File: src/rtl/fetch_unit_if.sv
// fetch_unit_if: instruction-memory request/response bus between the IF stage and imem
interface fetch_unit_if #(
   parameter int WORD_SIZE = 16
);
   logic                 i_readM;
   logic [WORD_SIZE-1:0] i_address;
   logic [WORD_SIZE-1:0] i_data;
   logic                 i_ready;
   modport master(output i_readM, i_address, input i_data, i_ready);
   modport slave(input i_readM, i_address, output i_data, i_ready);
endinterface

File: src/rtl/fetch_unit.sv
// fetch_unit: IF stage with PC register, direct-mapped BTB and imem handshake; BTB_2BIT_COUNTER_EN adds 2-bit counters
module fetch_unit #(
   parameter int                   WORD_SIZE    = 16,
   parameter int                   BTB_IDX_BITS = 3,
   parameter logic [WORD_SIZE-1:0] RESET_PC     = 16'h0000,
   parameter logic [WORD_SIZE-1:0] NOP_INST     = 16'hF01C
) (
   input  logic                 Clk,
   input  logic                 Reset_N,
   fetch_unit_if.master         imem,
   input  logic                 stall,
   input  logic                 redirect,
   input  logic [WORD_SIZE-1:0] redirectPC,
   input  logic                 btbUpdate,
   input  logic [WORD_SIZE-1:0] btbUpdatePC,
   input  logic [WORD_SIZE-1:0] btbUpdateTarget,
   input  logic                 btbUpdateTaken,
   output logic                 latchWrite,
   output logic [WORD_SIZE-1:0] outPC,
   output logic [WORD_SIZE-1:0] outInst,
   output logic [WORD_SIZE-1:0] outPred,
   output logic [WORD_SIZE-1:0] outTarget
);
   localparam int ENTRIES = 1 << BTB_IDX_BITS;
   localparam int TAG_W   = WORD_SIZE - BTB_IDX_BITS;

   typedef enum logic {FETCH, FLUSH} state_t;

   state_t               state_q, state_d;
   logic [WORD_SIZE-1:0] pc_q, pc_d;
   logic [ENTRIES-1:0]   valid_q, valid_d;
   logic [TAG_W-1:0]     tag_q [ENTRIES];
   logic [TAG_W-1:0]     tag_d [ENTRIES];
   logic [WORD_SIZE-1:0] target_q [ENTRIES];
   logic [WORD_SIZE-1:0] target_d [ENTRIES];
`ifdef BTB_2BIT_COUNTER_EN
   logic [1:0]           cnt_q [ENTRIES];
   logic [1:0]           cnt_d [ENTRIES];
`endif

   logic [BTB_IDX_BITS-1:0] idx, upd_idx;
   logic                    hit, taken, upd_hit;
   logic [WORD_SIZE-1:0]    pc_inc, pred;

   assign idx     = pc_q[BTB_IDX_BITS-1:0];
   assign hit     = valid_q[idx] && tag_q[idx] == pc_q[WORD_SIZE-1:BTB_IDX_BITS];
`ifdef BTB_2BIT_COUNTER_EN
   assign taken   = hit && cnt_q[idx][1];
`else
   assign taken   = hit;
`endif
   assign pc_inc  = pc_q + WORD_SIZE'(1);
   assign pred    = taken ? target_q[idx] : pc_inc;
   assign upd_idx = btbUpdatePC[BTB_IDX_BITS-1:0];
   assign upd_hit = valid_q[upd_idx] && tag_q[upd_idx] == btbUpdatePC[WORD_SIZE-1:BTB_IDX_BITS];

   // Next-state, next-PC and IF/ID outputs; redirect beats stall beats accept, all gated by reset
   always_comb begin
      state_d        = state_q;
      pc_d           = pc_q;
      latchWrite     = 1'b0;
      outInst        = NOP_INST;
      outPC          = '0;
      outPred        = '0;
      outTarget      = '0;
      imem.i_readM   = Reset_N && state_q == FETCH;
      imem.i_address = pc_q;
      if (Reset_N) begin
         if (redirect) begin
            pc_d       = redirectPC;
            state_d    = FLUSH;
            latchWrite = 1'b1;
         end else if (state_q == FLUSH) begin
            state_d = FETCH;
         end else if (imem.i_ready && !stall) begin
            pc_d       = pred;
            latchWrite = 1'b1;
            outInst    = imem.i_data;
            outPC      = pc_inc;
            outPred    = pred;
            outTarget  = hit ? target_q[idx] : '0;
         end
      end
   end

   // BTB training from EX-resolved branches
   always_comb begin
      valid_d  = valid_q;
      tag_d    = tag_q;
      target_d = target_q;
`ifdef BTB_2BIT_COUNTER_EN
      cnt_d    = cnt_q;
      if (btbUpdate && upd_hit) begin
         cnt_d[upd_idx] = btbUpdateTaken ? (cnt_q[upd_idx] == 2'b11 ? 2'b11 : cnt_q[upd_idx] + 2'b01)
                                         : (cnt_q[upd_idx] == 2'b00 ? 2'b00 : cnt_q[upd_idx] - 2'b01);
         if (btbUpdateTaken) target_d[upd_idx] = btbUpdateTarget;
      end else if (btbUpdate && btbUpdateTaken) begin
         valid_d[upd_idx]  = 1'b1;
         tag_d[upd_idx]    = btbUpdatePC[WORD_SIZE-1:BTB_IDX_BITS];
         target_d[upd_idx] = btbUpdateTarget;
         cnt_d[upd_idx]    = 2'b10;
      end
`else
      if (btbUpdate && btbUpdateTaken) begin
         valid_d[upd_idx]  = 1'b1;
         tag_d[upd_idx]    = btbUpdatePC[WORD_SIZE-1:BTB_IDX_BITS];
         target_d[upd_idx] = btbUpdateTarget;
      end else if (btbUpdate && upd_hit) begin
         valid_d[upd_idx] = 1'b0;
      end
`endif
   end

   // State, PC and BTB registers
   always_ff @(posedge Clk or negedge Reset_N) begin
      if (!Reset_N) begin
         state_q <= FETCH;
         pc_q    <= RESET_PC;
         valid_q <= '0;
         for (int i = 0; i < ENTRIES; i++) begin
            tag_q[i]    <= '0;
            target_q[i] <= '0;
`ifdef BTB_2BIT_COUNTER_EN
            cnt_q[i]    <= 2'b01;
`endif
         end
      end else begin
         state_q  <= state_d;
         pc_q     <= pc_d;
         valid_q  <= valid_d;
         tag_q    <= tag_d;
         target_q <= target_d;
`ifdef BTB_2BIT_COUNTER_EN
         cnt_q    <= cnt_d;
`endif
      end
   end
endmodule

File: src/flat_wrapper.sv
// flat-port wrapper written by rule: the top's interface ports become plain ports
module fetch_unit_flat 
#(
   parameter int                   WORD_SIZE    = 16,
   parameter int                   BTB_IDX_BITS = 3,
   parameter logic [WORD_SIZE-1:0] RESET_PC     = 16'h0000,
   parameter logic [WORD_SIZE-1:0] NOP_INST     = 16'hF01C
)
  (Clk, Reset_N, stall, redirect, redirectPC, btbUpdate, btbUpdatePC, btbUpdateTarget, btbUpdateTaken, latchWrite, outPC, outInst, outPred, outTarget, imem_i_readM, imem_i_address, imem_i_data, imem_i_ready);
  fetch_unit_if #(.WORD_SIZE(WORD_SIZE)) imem_i ();
  input  logic Clk;
  input  logic Reset_N;
  input  logic stall;
  input  logic redirect;
  input  logic [WORD_SIZE-1:0] redirectPC;
  input  logic btbUpdate;
  input  logic [WORD_SIZE-1:0] btbUpdatePC;
  input  logic [WORD_SIZE-1:0] btbUpdateTarget;
  input  logic btbUpdateTaken;
  output logic latchWrite;
  output logic [WORD_SIZE-1:0] outPC;
  output logic [WORD_SIZE-1:0] outInst;
  output logic [WORD_SIZE-1:0] outPred;
  output logic [WORD_SIZE-1:0] outTarget;
  output wire logic [$bits(imem_i.i_readM)-1:0] imem_i_readM;
  output wire logic [$bits(imem_i.i_address)-1:0] imem_i_address;
  input wire logic [$bits(imem_i.i_data)-1:0] imem_i_data;
  input wire logic [$bits(imem_i.i_ready)-1:0] imem_i_ready;
  assign imem_i_readM = imem_i.i_readM;
  assign imem_i_address = imem_i.i_address;
  assign imem_i.i_data = imem_i_data;
  assign imem_i.i_ready = imem_i_ready;
  fetch_unit #(.WORD_SIZE(WORD_SIZE), .BTB_IDX_BITS(BTB_IDX_BITS), .RESET_PC(RESET_PC), .NOP_INST(NOP_INST)) u_core (.Clk(Clk), .Reset_N(Reset_N), .imem(imem_i), .stall(stall), .redirect(redirect), .redirectPC(redirectPC), .btbUpdate(btbUpdate), .btbUpdatePC(btbUpdatePC), .btbUpdateTarget(btbUpdateTarget), .btbUpdateTaken(btbUpdateTaken), .latchWrite(latchWrite), .outPC(outPC), .outInst(outInst), .outPred(outPred), .outTarget(outTarget));
endmodule
File: config.mk
export PLATFORM = sky130hd
export DESIGN_NAME = fetch_unit_flat
export DESIGN_NICKNAME = d
export VERILOG_FILES = /design/src/rtl/fetch_unit_if.sv /design/src/rtl/fetch_unit.sv /design/src/flat_wrapper.sv
export SDC_FILE = /design/constraint.sdc
export NUM_CORES = 1
export LEC_CHECK = 0
export ABC_AREA = 1
export BUFFER_PORTS_ARGS = -buffer_cell sky130_fd_sc_hd__buf_4
export CELL_PAD_IN_SITES_DETAIL_PLACEMENT = 0
export CELL_PAD_IN_SITES_GLOBAL_PLACEMENT = 1
export CORE_MARGIN = 2
export CORE_UTILIZATION = 43
export CTS_CLUSTER_SIZE = 20
export DETAILED_ROUTE_END_ITERATION = 7
export MAX_ROUTING_LAYER = met4
export PLACE_DENSITY_LB_ADDON = 0.1
export SLEW_MARGIN = 20
export SYNTH_ARGS = -nofsm -noshare
export SYNTH_HDL_FRONTEND = slang
export SYNTH_SLANG_ARGS = --single-unit
File: constraint.sdc
create_clock -name Clk -period 2.54 [get_ports Clk]
set_input_delay 0.381 -clock Clk [delete_from_list [all_inputs] [get_ports Clk]]
set_output_delay 0.381 -clock Clk [all_outputs]
set_load 0.05 [all_outputs]
==> results of run 1 <==
state kept, by name, indices dropped and copies added, names as in the netlist, named ones only:
register / count
u_core.target_q: 128
u_core.state_q: 1
u_core.imem.i_address: 16
u_core.tag_q: 104
final cells by class:
type                       count  area (um2)  area share, %
clock buffer                  38         851           4.39
clock inverter                17         185          0.955
inverter                     212         811           4.18
multi-input combinational   1386        7310           37.7
sequential                   257        6440           33.2
tap                          442         553           2.85
timing repair buffer         319        3250           16.8
worst min-delay path by stage:
stage	endpoint	cells after the start	start	slack [ns]
global placement	register	2	register	0.46
CTS	u_core.target_q[1]	3	btbUpdateTarget[1]	0.005
floorplan	async pin	0	Reset_N	0.09
detailed placement	u_core.target_q[57]	2	u_core.target_q[57]	0.47
finish	u_core.target_q[5]	3	btbUpdateTarget[5]	0.02
global route	u_core.target_q[11]	3	btbUpdateTarget[11]	0.02
Yosys cell counts, drive strengths merged:
cell / instances / area [um2]
xor2: 11 / 96.3
nand3: 155 / 843
ha: 1 / 12.5
o21ai: 286 / 1460
inv: 211 / 795
a21oi: 85 / 425
nor4: 2 / 12.5
nand2: 610 / 2290
nor3: 10 / 55.1
o211ai: 4 / 30.0
buf: 52 / 325
or2: 26 / 163
dfrtp: 257 / 6430
a221oi: 16 / 140
a211oi: 16 / 120
and2: 2 / 12.5
nand4: 5 / 31.3
clkbuf: 66 / 248
o2bb2ai: 1 / 8.76
clkinv: 1 / 3.75
nand3b: 1 / 7.51
o22ai: 30 / 188
nor2: 125 / 499
power groups by stage:
| stage | Combinational (mW) | Sequential [mW] | Clock (mW) |
|---|---|---|---|
| final | 5.39 | 5.44 | 4.48 |
| after detailed placement | 4.75 | 5.48 | 0 |
| after floorplan | 2.84 | 5.54 | 0 |
| after global routing | 5.91 | 5.54 | 4.73 |
| after global placement | 4.70 | 5.45 | 0 |
| after CTS | 5.02 | 5.42 | 4.55 |
per-stage QoR:
step	area, um2	hold slack (ns)	setup TNS, ns	total power [mW]
floorplan	14700	0.0854	-0.820	8.37
global placement	17200	0.456	-8.54	10.2
detailed placement	17200	0.473	-8.87	10.2
CTS	18800	0.00482	-27.68	15.0
global route	19400	0.0234	-38.18	16.2
finish	19400	0.0222	-30.26	15.3
worst reg2reg max path: stages, from the launching register on:
cell and delay, ns:
sky130_fd_sc_hd__dfrtp_4 0.56, sky130_fd_sc_hd__buf_12 0.18, sky130_fd_sc_hd__buf_4 0.16, sky130_fd_sc_hd__nand2_1 0.09, sky130_fd_sc_hd__nand3_2 0.08, sky130_fd_sc_hd__nand3_2 0.11
sky130_fd_sc_hd__nand2_1 0.06, sky130_fd_sc_hd__nand2_1 0.07, sky130_fd_sc_hd__buf_4 0.10, sky130_fd_sc_hd__nand2_1 0.06, sky130_fd_sc_hd__nor2_1 0.10, sky130_fd_sc_hd__nand2_1 0.07
sky130_fd_sc_hd__nor2_1 0.16, sky130_fd_sc_hd__nand2_4 0.19, sky130_fd_sc_hd__nand2_2 0.16, sky130_fd_sc_hd__buf_4 0.11, sky130_fd_sc_hd__nand3_1 0.08, sky130_fd_sc_hd__nand3_1 0.13
sky130_fd_sc_hd__nand2_2 0.08
metal layers:
metal	wire, um	part of all wire, %
met2	25200	48
met4	1630	3.1
met1	22600	43
met3	3140	6.0
met5	0	0
placed cells by master, fill, tap and decap left out, types with 6 or more instances in the layout:
| master | synthesis | routed |
|---|---|---|
| sky130_fd_sc_hd__o22ai_1 | 30 | 30 |
| sky130_fd_sc_hd__o21ai_0 | 277 | 275 |
| sky130_fd_sc_hd__a221oi_1 | 16 | 16 |
| sky130_fd_sc_hd__nor3_1 | 9 | 8 |
| sky130_fd_sc_hd__buf_12 | 0 | 31 |
| sky130_fd_sc_hd__o21ai_2 | 7 | 7 |
| sky130_fd_sc_hd__nand3_1 | 143 | 92 |
| sky130_fd_sc_hd__nor2_1 | 121 | 82 |
| sky130_fd_sc_hd__dfrtp_2 | 0 | 6 |
| sky130_fd_sc_hd__nand3_4 | 1 | 10 |
| sky130_fd_sc_hd__buf_6 | 7 | 45 |
| sky130_fd_sc_hd__nor2_2 | 0 | 15 |
| sky130_fd_sc_hd__clkbuf_8 | 0 | 7 |
| sky130_fd_sc_hd__dfrtp_1 | 257 | 250 |
| sky130_fd_sc_hd__inv_1 | 204 | 202 |
| sky130_fd_sc_hd__a21oi_1 | 85 | 68 |
| sky130_fd_sc_hd__or2_2 | 18 | 17 |
| sky130_fd_sc_hd__nand3_2 | 11 | 53 |
| sky130_fd_sc_hd__a21oi_4 | 0 | 17 |
| sky130_fd_sc_hd__nand2_2 | 2 | 25 |
| sky130_fd_sc_hd__xor2_2 | 0 | 6 |
| sky130_fd_sc_hd__buf_8 | 1 | 15 |
| sky130_fd_sc_hd__buf_4 | 9 | 217 |
| sky130_fd_sc_hd__clkbuf_16 | 0 | 35 |
| sky130_fd_sc_hd__or2_1 | 8 | 7 |
| sky130_fd_sc_hd__clkinv_2 | 0 | 9 |
| sky130_fd_sc_hd__nor2_4 | 4 | 28 |
| sky130_fd_sc_hd__a211oi_1 | 16 | 15 |
| sky130_fd_sc_hd__nand2_1 | 608 | 582 |
cells by family (layout without fill, tap and decap cells):
kind of cell	after synthesis	in the layout	synth area share (%)
XOR/XNOR	11	11	0.678
buffers and inverters	330	586	9.66
AO/OA/AOI/OAI	438	438	16.7
adder cells (fa/ha/maj)	1	1	0.0881
AND/OR/NAND/NOR	936	936	27.6
flip-flops	257	257	45.3
repair_timing:
action,in CTS,in global routing
endpoints found under the hold margin,66,0
resized for setup,100,86
endpoints found under the setup margin,70,76
cloned,3,6
hold buffers,2,0
pin swaps,15,16
buffers inserted,7,8
==> run summary, run 1 <==
category of the critical setup timing path = reg2out
VDD IR-drop max = 0.559 mV
Worst Path Buf+Inv = 5
combined area of all synthesized cells = 14,200 um2
full die area = 34,500 um2
final period demand of the worst path = 3.41 ns
Data required, critical path = 2.16 ns
sequential fraction of the synthesis area = 45.3%
Row Count = 66
non-filler instance count after layout = 2,671
number of vias in the routed layout = 14,437
routed length per instance = 19.7 um
switching power total = 5.64 mW
max-capacitance violation count = 0
number of nets produced by synthesis = 2,045
Die Span X = 186 um
first-pass detailed-route iteration total = 5
cell total after placement = 2,591
static leakage = 9.37 nW
violation count after the first detailed-route iteration = 1,198
post-synthesis instance total = 1,973
Clock Power Share = 29.3%
standard cell core area = 32,500 um2
effective utilization at floorplan = 43.6%
DRC = 0
clock buffer count from CTS = 30
utilization after layout = 59.6%
Crit-path slowest cell = sky130_fd_sc_hd__dfrtp_4
post-route worst setup slack = -0.872 ns
antenna violations before repair = 0
number of hold violations in the final report = 0
register-to-register setup slack = -0.16 ns
half-perimeter wire length of the detailed placement result = 35,100 um
number of synthesis warnings = 0
Setup-failing EPs final = 55
min-delay worst type = in2reg
slew at the pin closest to its max-slew limit = 0.897 ns
Final Cycle Share = 134%
remaining number of nets flagged by the antenna check after routing = 0
global-route wire length before repair = 79,500 um
startpoint of the lowest-slack register-to-register path = u_core.imem.i_address[0]
Cell Chain, Critical Path = buf_12, clkbuf_16, nand2_1, nand3_2, nand3_2, nand2_1, nand2_2, nand2_1, nor2_1, nand2_2, nor2_4, buf_12, nand3_1, buf_4, a21oi_4, buf_6
count of filler cells inserted in the layout = 3,113
maximum buffer depth of the clock tree = 3
met3 usage = 3.52%
fraction of final layout cells sized beyond drive strength 1 = 25.9%
clock tree from TritonCTS = built
M2 GR Usage = 50.5%
worst clock skew = 0.0181 ns
P per Cell Area = 789 nW/um2
failing checks = negative setup slack
via count of the first global-routing pass = 13,944
post-synthesis cell type count = 38
clock tree root buffer cell = sky130_fd_sc_hd__clkbuf_16
Placer Congestion = 0.966
number of synthesized register bits = 257
global-route total usage across every layer = 30.9%
Antenna Diode Count = 0
number of sinks driven by the clock tree = 257
count of cell instances traversed by the critical path = 16
number of H-tree levels = 1
height of the die = 186 um
total wire length = 52,600 um
sequential share of power = 35.5%
Worst R2R Path Depth = 18
most frequent cell on the critical path = sky130_fd_sc_hd__nand2_1
internal portion of total power = 9.66 mW
kind of end point of the critical path = primary output
maximum number of pins on one net before global-route repair = 146
post-synthesis average cell area = 7.20 um2
final slew viol count = 0
Setup crit start = u_core.imem.i_address[0]
share of total power in combinational logic = 35.2%
global-route layer with the greatest usage = met2
worst reg2reg path endpoint = u_core.imem.i_address[0]
largest incremental delay on the critical path = 0.56 ns
cell class contributing the biggest share of worst-path delay = simple AND/OR/NAND/NOR gates
Avg Vias per Cell = 5.41
clock transition time at the flip-flop clock pins of the worst setup and hold paths = 0.06 ns
unrepaired setup endpoints after global routing = true
Highest Clock Rate = 293 MHz
global route total overflow = 0
I/O pin count = 153
number of port buffers = 152
insertion delay to the later sink of the worst-skew pair = 0.57 ns
termination of the worst setup path = outPred[5]
CP Max Fanout = 10
layout overhead on the synthesized area = 36.6%
startpoint type of the worst setup path = register
fraction of power spent switching nets = 36.9%
headroom to the max-slew limit = 40.2%
net total in the final layout = 2,278
result of the run = finished, violations left
Critical Path AT = 3.03 ns
met1 global-route usage = 40.6%
worst slack after detailed placement = -0.325 ns
Note: power is estimated with default switching activity, not from simulation.
==> inputs of run 2 (changes only) <==
- PLACE_DENSITY: unset -> 0.84
- PLACE_DENSITY_LB_ADDON: 0.1 -> unset
- SETUP_SLACK_MARGIN: unset -> 0.3
- TNS_END_PERCENT: unset -> 50
==> run 2 against run 1 <==
Against the previous run: the run still ends with negative setup slack left; non-clock buffer count rose by 22; critical path type unchanged; register-to-register slack got worse by 0.06 ns; clock skew down 0.0060 ns; global-route usage grew 0.068 points; largest power group is now combinational cells; cell count rose by 0.82%; sequential cell count did not move; combinational power up 9.3%; setup slack lost 0.079 ns; critical endpoint is now outPred[4].
==> run summary, run 2 (synthesis gave the netlist of run 1 again) <==
result of the run = finished, violations left (unchanged)
failing checks = negative setup slack (unchanged)
post-route worst setup slack = -0.950 ns (was -0.872 ns)
Die Span X = 186 um (unchanged)
worst clock skew = 0.0122 ns (was 0.0181 ns)
half-perimeter wire length of the detailed placement result = 34,000 um (was 35,100 um)
static leakage = 9.68 nW (was 9.37 nW)
via count of the first global-routing pass = 14,039 (was 13,944)
Antenna Diode Count = 0 (unchanged)
clock transition time at the flip-flop clock pins of the worst setup and hold paths = 0.07 ns (was 0.06 ns)
clock tree from TritonCTS = built (unchanged)
utilization after layout = 62.5% (was 59.6%)
slew at the pin closest to its max-slew limit = 0.752 ns (was 0.897 ns)
hold path startpoint = btbUpdateTarget[1] (was btbUpdateTarget[5])
category of the critical setup timing path = reg2out (unchanged)
I/O pin count = 153 (unchanged)
register-to-register setup slack = -0.22 ns (was -0.16 ns)
Data required, critical path = 2.16 ns (about the same)
net total in the final layout = 2,300 (was 2,278)
standard cell core area = 32,500 um2 (unchanged)
number of hold violations in the final report = 0 (unchanged)
effective utilization at floorplan = 43.6% (unchanged)
Avg Vias per Cell = 5.54 (was 5.41)
Setup-failing EPs final = 58 (was 55)
final period demand of the worst path = 3.49 ns (was 3.41 ns)
register name with the most flops = u_core.target_q (unchanged)
global route total overflow = 0 (unchanged)
most frequent standard cell in the layout excluding fill and tap cells = sky130_fd_sc_hd__nand2_1 (unchanged)
clock tree root buffer cell = sky130_fd_sc_hd__clkbuf_16 (unchanged)
fraction of final layout cells sized beyond drive strength 1 = 29.5% (was 25.9%)
unrepaired setup endpoints after global routing = true (unchanged)
worst reg2reg path endpoint = u_core.imem.i_address[1] (was u_core.imem.i_address[0])
number of H-tree levels = 1 (unchanged)
number of sinks driven by the clock tree = 257 (unchanged)
startpoint of the lowest-slack register-to-register path = u_core.imem.i_address[0] (unchanged)
global-route total usage across every layer = 31.0% (was 30.9%)
highest-count cells in the layout ignoring fill and taps = sky130_fd_sc_hd__nand2_1 (543), sky130_fd_sc_hd__o21ai_0 (273), sky130_fd_sc_hd__dfrtp_1 (248) (was sky130_fd_sc_hd__nand2_1 (582), sky130_fd_sc_hd__o21ai_0 (275), sky130_fd_sc_hd__dfrtp_1 (250))
P per Cell Area = 790 nW/um2 (was 789 nW/um2)
kind of end point of the critical path = primary output (unchanged)
maximum buffer depth of the clock tree = 3 (unchanged)
Placer Congestion = 0.958 (was 0.966)
height of the die = 186 um (unchanged)
Row Count = 66 (unchanged)
worst hold stages = 3 (unchanged)
full die area = 34,500 um2 (unchanged)
DRC = 0 (unchanged)
Worst R2R Path Depth = 19 (was 18)
final slew viol count = 0 (unchanged)
global-route wire length before repair = 80,200 um (was 79,500 um)
hold worst-path end = u_core.target_q[1] (was u_core.target_q[5])
first-pass detailed-route iteration total = 7 (was 5)
count of filler cells inserted in the layout = 2,834 (was 3,113)
remaining number of nets flagged by the antenna check after routing = 0 (unchanged)
Critical Path AT = 3.11 ns (was 3.03 ns)
insertion delay to the later sink of the worst-skew pair = 0.58 ns (was 0.57 ns)
Setup crit start = u_core.imem.i_address[0] (unchanged)
violation count after the first detailed-route iteration = 1,555 (was 1,198)
headroom to the max-slew limit = 49.8% (was 40.2%)
number of port buffers = 152 (unchanged)
Highest Clock Rate = 287 MHz (was 293 MHz)
antenna violations before repair = 0 (unchanged)
clock buffer count from CTS = 29 (was 30)
worst slack after detailed placement = -0.277 ns (was -0.325 ns)
Final Cycle Share = 137% (was 134%)
max-capacitance violation count = 0 (unchanged)
number of vias in the routed layout = 14,931 (was 14,437)
max reg flops = 128 (unchanged)
VDD IR-drop max = 0.601 mV (was 0.559 mV)
total wire length = 54,400 um (was 52,600 um)
startpoint type of the worst setup path = register (unchanged)
maximum number of pins on one net before global-route repair = 131 (was 146)
min-delay worst type = in2reg (unchanged)
CP Max Fanout = 8 (was 10)
layout overhead on the synthesized area = 43.2% (was 36.6%)
routed length per instance = 20.2 um (was 19.7 um)
run 2: cell types whose count changed in the layout (fill, tap and decap cells not counted), moves of 13 or more:
cell / previous run / this run
sky130_fd_sc_hd__buf_4: 217 / 197
sky130_fd_sc_hd__buf_6: 45 / 61
sky130_fd_sc_hd__buf_8: 15 / 33
sky130_fd_sc_hd__nand2_1: 582 / 543
sky130_fd_sc_hd__nand2_2: 25 / 57
sky130_fd_sc_hd__nand3_1: 92 / 71
sky130_fd_sc_hd__nand3_4: 10 / 23
run 2: power by group:
part,internal (mW),total (mW),switching (mW),leakage [nW]
Combinational,2.25,5.89,3.64,5.96
Clock,2.94,4.74,1.80,0.530
Sequential,4.96,5.43,0.475,3.18
Total,10.2,16.1,5.91,9.68
run 2: layout make-up:
class | count | area, um2 | area share, %
Clock buffer | 41 | 851 | 4.18
Clock inverter | 13 | 235 | 1.16
Inverter | 212 | 821 | 4.04
Multi-Input combinational cell | 1387 | 7750 | 38.1
Sequential cell | 257 | 6440 | 31.7
Tap cell | 442 | 553 | 2.72
Timing Repair Buffer | 341 | 3680 | 18.1
run 2: timing repair:
item,CTS,global route
hold buffers,5,0
gates resized for setup,169,190
endpoints found under the setup margin,80,83
buffers inserted,20,36
endpoints found under the hold margin,22,0
cloned,6,7
pin swaps,20,85
run 2: metrics by stage:
step,hold slack [ns],setup TNS (ns),area [um2],cells,total power [mW]
after floorplan,0.0854,-0.543,14600,1973,8.36
after global placement,0.460,-6.25,16900,2565,10.0
after detailed placement,0.461,-6.57,16900,2565,10.1
after CTS,0.0000284,-30.12,19100,2650,15.3
after global routing,0.0259,-41.20,20300,2693,16.8
final,0.0172,-35.34,20300,2693,16.1
run 2: layer usage:
layer | GRT usage (%) | wire [um] | vias up | share of wire, %
met5 | - | 0 | - | 0
met4 | 11.3 | 2310 | 0 | 4.2
met3 | 3.97 | 3780 | 161 | 6.9
met2 | 51.0 | 26600 | 661 | 49
met1 | 39.4 | 21800 | 7239 | 40
li1 | - | - | 6870 | -
run 2: worst max path at each step:
stage / to / slack [ns] / cells past startpoint
after floorplan: outPred[10] / -0.06 / 14
after global routing: outPred[4] / -1.04 / 16
final: outPred[4] / -0.95 / 16
after global placement: outPred[5] / -0.25 / 15
after detailed placement: outPred[2] / -0.28 / 14
after CTS: outPred[11] / -0.82 / 16
run 2: worst max-delay path, stage by stage (launching register included):
cell and delay (ns):
sky130_fd_sc_hd__dfrtp_4 0.53, sky130_fd_sc_hd__buf_12 0.18, sky130_fd_sc_hd__clkbuf_16 0.19, sky130_fd_sc_hd__nand2_4 0.06, sky130_fd_sc_hd__nand3_2 0.07, sky130_fd_sc_hd__nand3_2 0.11, sky130_fd_sc_hd__nand2_2 0.06, sky130_fd_sc_hd__nand2_2 0.06
sky130_fd_sc_hd__nand2_1 0.05, sky130_fd_sc_hd__nor2_1 0.11, sky130_fd_sc_hd__nand2_1 0.10, sky130_fd_sc_hd__nor2_4 0.23, sky130_fd_sc_hd__buf_12 0.17, sky130_fd_sc_hd__buf_12 0.12, sky130_fd_sc_hd__nand3_4 0.11, sky130_fd_sc_hd__a21oi_4 0.18
sky130_fd_sc_hd__buf_6 0.18
==> inputs of run 3 (changes only) <==
- MAX_ROUTING_LAYER: met4 -> unset
==> run 3 against run 2 <==
Against the previous run: the run still ends with negative setup slack left; cell count decreased by 1.2%; die area unchanged; cell area decreased by 2.2%; maximum frequency increased by 1.4%; clock skew about the same.
==> run summary, run 3 (synthesis gave the netlist of run 1 again) <==
Critical Path AT = 3.06 ns (was 3.11 ns)
height of the die = 186 um (unchanged)
headroom to the max-slew limit = 51.5% (was 49.8%)
routed length per instance = 20.6 um (was 20.2 um)
Highest Clock Rate = 290 MHz (was 287 MHz)
first-pass detailed-route iteration total = 6 (was 7)
share of total power in combinational logic = 37.4% (was 36.7%)
Worst Hold Margin = 0.0299 ns (was 0.0172 ns)
layout overhead on the synthesized area = 40.1% (was 43.2%)
Setup-failing EPs final = 56 (was 58)
maximum number of pins on one net before global-route repair = 120 (was 131)
kind of end point of the critical path = primary output (unchanged)
VDD IR-drop max = 0.612 mV (was 0.601 mV)
Design Power = 15.1 mW (was 16.1 mW)
switching power total = 5.74 mW (was 5.91 mW)
standard cell core area = 32,500 um2 (unchanged)
Met2 Wirelength = 26,400 um (was 26,600 um)
via count of the first global-routing pass = 13,844 (was 14,039)
largest incremental delay on the critical path = 0.54 ns (was 0.53 ns)
worst reg2reg path endpoint = u_core.imem.i_address[11] (was u_core.imem.i_address[1])
register-to-register setup slack = -0.05 ns (was -0.22 ns)
final slew viol count = 0 (unchanged)
hold path startpoint = btbUpdateTarget[14] (was btbUpdateTarget[1])
Clock Power Share = 26.6% (was 29.5%)
CP Max Fanout = 8 (unchanged)
global-route total usage across every layer = 29.6% (was 31.0%)
Die Span X = 186 um (unchanged)
worst slack after detailed placement = -0.314 ns (was -0.277 ns)
number of hold violations in the final report = 0 (unchanged)
sequential share of power = 36.0% (was 33.8%)
register name with the most flops = u_core.target_q (unchanged)
I/O pin count = 153 (unchanged)
final period demand of the worst path = 3.44 ns (was 3.49 ns)
min-delay worst type = in2reg (unchanged)
Worst R2R Path Depth = 18 (was 19)
Avg Vias per Cell = 5.58 (was 5.54)
top layer in use = met4 (unchanged)
startpoint of the lowest-slack register-to-register path = u_core.imem.i_address[0] (unchanged)
failing checks = negative setup slack (unchanged)
hold worst-path end = u_core.target_q[14] (was u_core.target_q[1])
Row Count = 66 (unchanged)
violation count after the first detailed-route iteration = 1,399 (was 1,555)
most frequent cell on the critical path = sky130_fd_sc_hd__nand2_2 (was sky130_fd_sc_hd__buf_12)
total wire length = 54,900 um (was 54,400 um)
P per Cell Area = 758 nW/um2 (was 790 nW/um2)
Data required, critical path = 2.16 ns (about the same)
Antenna Diode Count = 0 (unchanged)
DRC = 0 (unchanged)
most frequent standard cell in the layout excluding fill and tap cells = sky130_fd_sc_hd__nand2_1 (unchanged)
number of vias in the routed layout = 14,848 (was 14,931)
highest-count cells in the layout ignoring fill and taps = sky130_fd_sc_hd__nand2_1 (552), sky130_fd_sc_hd__o21ai_0 (270), sky130_fd_sc_hd__dfrtp_1 (248) (was sky130_fd_sc_hd__nand2_1 (543), sky130_fd_sc_hd__o21ai_0 (273), sky130_fd_sc_hd__dfrtp_1 (248))
fraction of final layout cells sized beyond drive strength 1 = 28.1% (was 29.5%)
Crit-path slowest cell = sky130_fd_sc_hd__dfrtp_4 (unchanged)
global-route wire length before repair = 78,900 um (was 80,200 um)
remaining number of nets flagged by the antenna check after routing = 0 (unchanged)
post-route worst setup slack = -0.903 ns (was -0.950 ns)
routed wl met3 = 3860 um (was 3780 um)
worst clock skew = 0.0125 ns (was 0.0122 ns)
worst hold stages = 3 (unchanged)
max-capacitance violation count = 0 (unchanged)
utilization after layout = 61.1% (was 62.5%)
effective utilization at floorplan = 43.6% (unchanged)
full die area = 34,500 um2 (unchanged)
number of sinks driven by the clock tree = 257 (unchanged)
unrepaired setup endpoints after global routing = true (unchanged)
Final Cycle Share = 136% (was 137%)
count of filler cells inserted in the layout = 2,872 (was 2,834)
max reg flops = 128 (unchanged)
result of the run = finished, violations left (unchanged)
clock tree from TritonCTS = built (unchanged)
number of port buffers = 152 (unchanged)
routed metal-1 wirelength = 22,100 um (was 21,800 um)
Placer Congestion = 0.911 (was 0.958)
cell class contributing the biggest share of worst-path delay = simple AND/OR/NAND/NOR gates (unchanged)
Worst Path Buf+Inv = 5 (unchanged)
fraction of power spent switching nets = 38.0% (was 36.8%)
antenna violations before repair = 0 (unchanged)
category of the critical setup timing path = reg2out (unchanged)
slew at the pin closest to its max-slew limit = 0.727 ns (was 0.752 ns)
maximum buffer depth of the clock tree = 3 (unchanged)
internal portion of total power = 9.35 mW (was 10.2 mW)
global route total overflow = 0 (unchanged)
net total in the final layout = 2,276 (was 2,300)
clock transition time at the flip-flop clock pins of the worst setup and hold paths = 0.07 ns (about the same)
Cell Chain, Critical Path = clkinv_8, buf_12, nand2_1, nand3_2, nand3_2, nand2_1, nand2_2, nand2_2, nor2_4, nand2_2, nor2_4, buf_12, buf_16, nand3_4, a21oi_4, buf_8 (was buf_12, clkbuf_16, nand2_4, nand3_2, nand3_2, nand2_2, nand2_2, nand2_1, nor2_1, nand2_1, nor2_4, buf_12, buf_12, nand3_4, a21oi_4, buf_6)
number of H-tree levels = 1 (unchanged)
static leakage = 9.38 nW (was 9.68 nW)
clock tree root buffer cell = sky130_fd_sc_hd__clkbuf_16 (unchanged)
startpoint type of the worst setup path = register (unchanged)
half-perimeter wire length of the detailed placement result = 34,200 um (was 34,000 um)
insertion delay to the later sink of the worst-skew pair = 0.56 ns (was 0.58 ns)
clock buffer count from CTS = 28 (was 29)
run 3: changes by cell type in the layout (fill, tap and decap cells not counted), sizes merged:
cell,change
dlygate4sd3,-4
clkinv,+4
bufinv,-3
clkbuf,-6
buf,-21
clkinvlp,-1
run 3: final cells by class:
type | instances | area [um2] | share of cell area (%)
clock buffers | 37 | 764 | 3.84
clock inverters | 9 | 126 | 0.635
inverters | 212 | 842 | 4.23
multi-input cells | 1387 | 7740 | 38.9
flip-flops and latches | 257 | 6440 | 32.4
well taps | 442 | 553 | 2.78
repair buffers | 314 | 3350 | 16.8
repair inverters | 4 | 72.6 | 0.365
run 3: how the worst max path moves through the flow:
stage	to	cells after the start	slack (ns)	startpoint
2_1_floorplan	outPred[10]	14	-0.06	u_core.imem.i_address[0]
3_3_place_gp	outPred[2]	14	-0.27	u_core.imem.i_address[0]
3_5_place_dp	outPred[2]	14	-0.31	u_core.imem.i_address[0]
4_1_cts	outPred[11]	15	-0.81	u_core.imem.i_address[0]
5_1_grt	outPred[11]	16	-1.04	u_core.imem.i_address[0]
6_report	outPred[11]	16	-0.90	u_core.imem.i_address[0]
run 3: power groups by stage:
stage	logic [mW]	registers, mW	clock network, mW
final	5.64	5.44	4.01
after floorplan	2.82	5.54	0
after global routing	6.13	5.53	4.27
after CTS	4.96	5.42	4.07
after global placement	4.57	5.43	0
after detailed placement	4.62	5.46	0
run 3: what timing repair did:
item | in CTS | in global routing
buffers inserted | 10 | 28
endpoints found under the hold margin | 44 | 0
hold buffers | 1 | 0
gates cloned | 6 | 8
gates resized for setup | 125 | 242
pin swaps | 3 | 38
endpoints found under the setup margin | 81 | 223
run 3: metrics by stage:
stage / instances / TNS, ns / instance area (um2)
2_1_floorplan: 1973 / -0.543 / 14600
3_3_place_gp: 2563 / -6.57 / 16800
3_5_place_dp: 2563 / -7.48 / 16800
4_1_cts: 2626 / -28.57 / 18500
5_1_grt: 2662 / -39.40 / 19900
6_report: 2662 / -32.17 / 19900
run 3: metal layers:
layer	GRT usage, %	vias up
met4	11.5	0
li1	-	6839
met1	39.9	7162
met2	48.4	678
met3	4.03	169
met5	0	-
run 3: worst min-delay path, delay by kind of cell:
family | cells | cell delay (ns)
buf+inv | 1 | 0.08
simple gates | 1 | 0.04
compound gates | 1 | 0.06
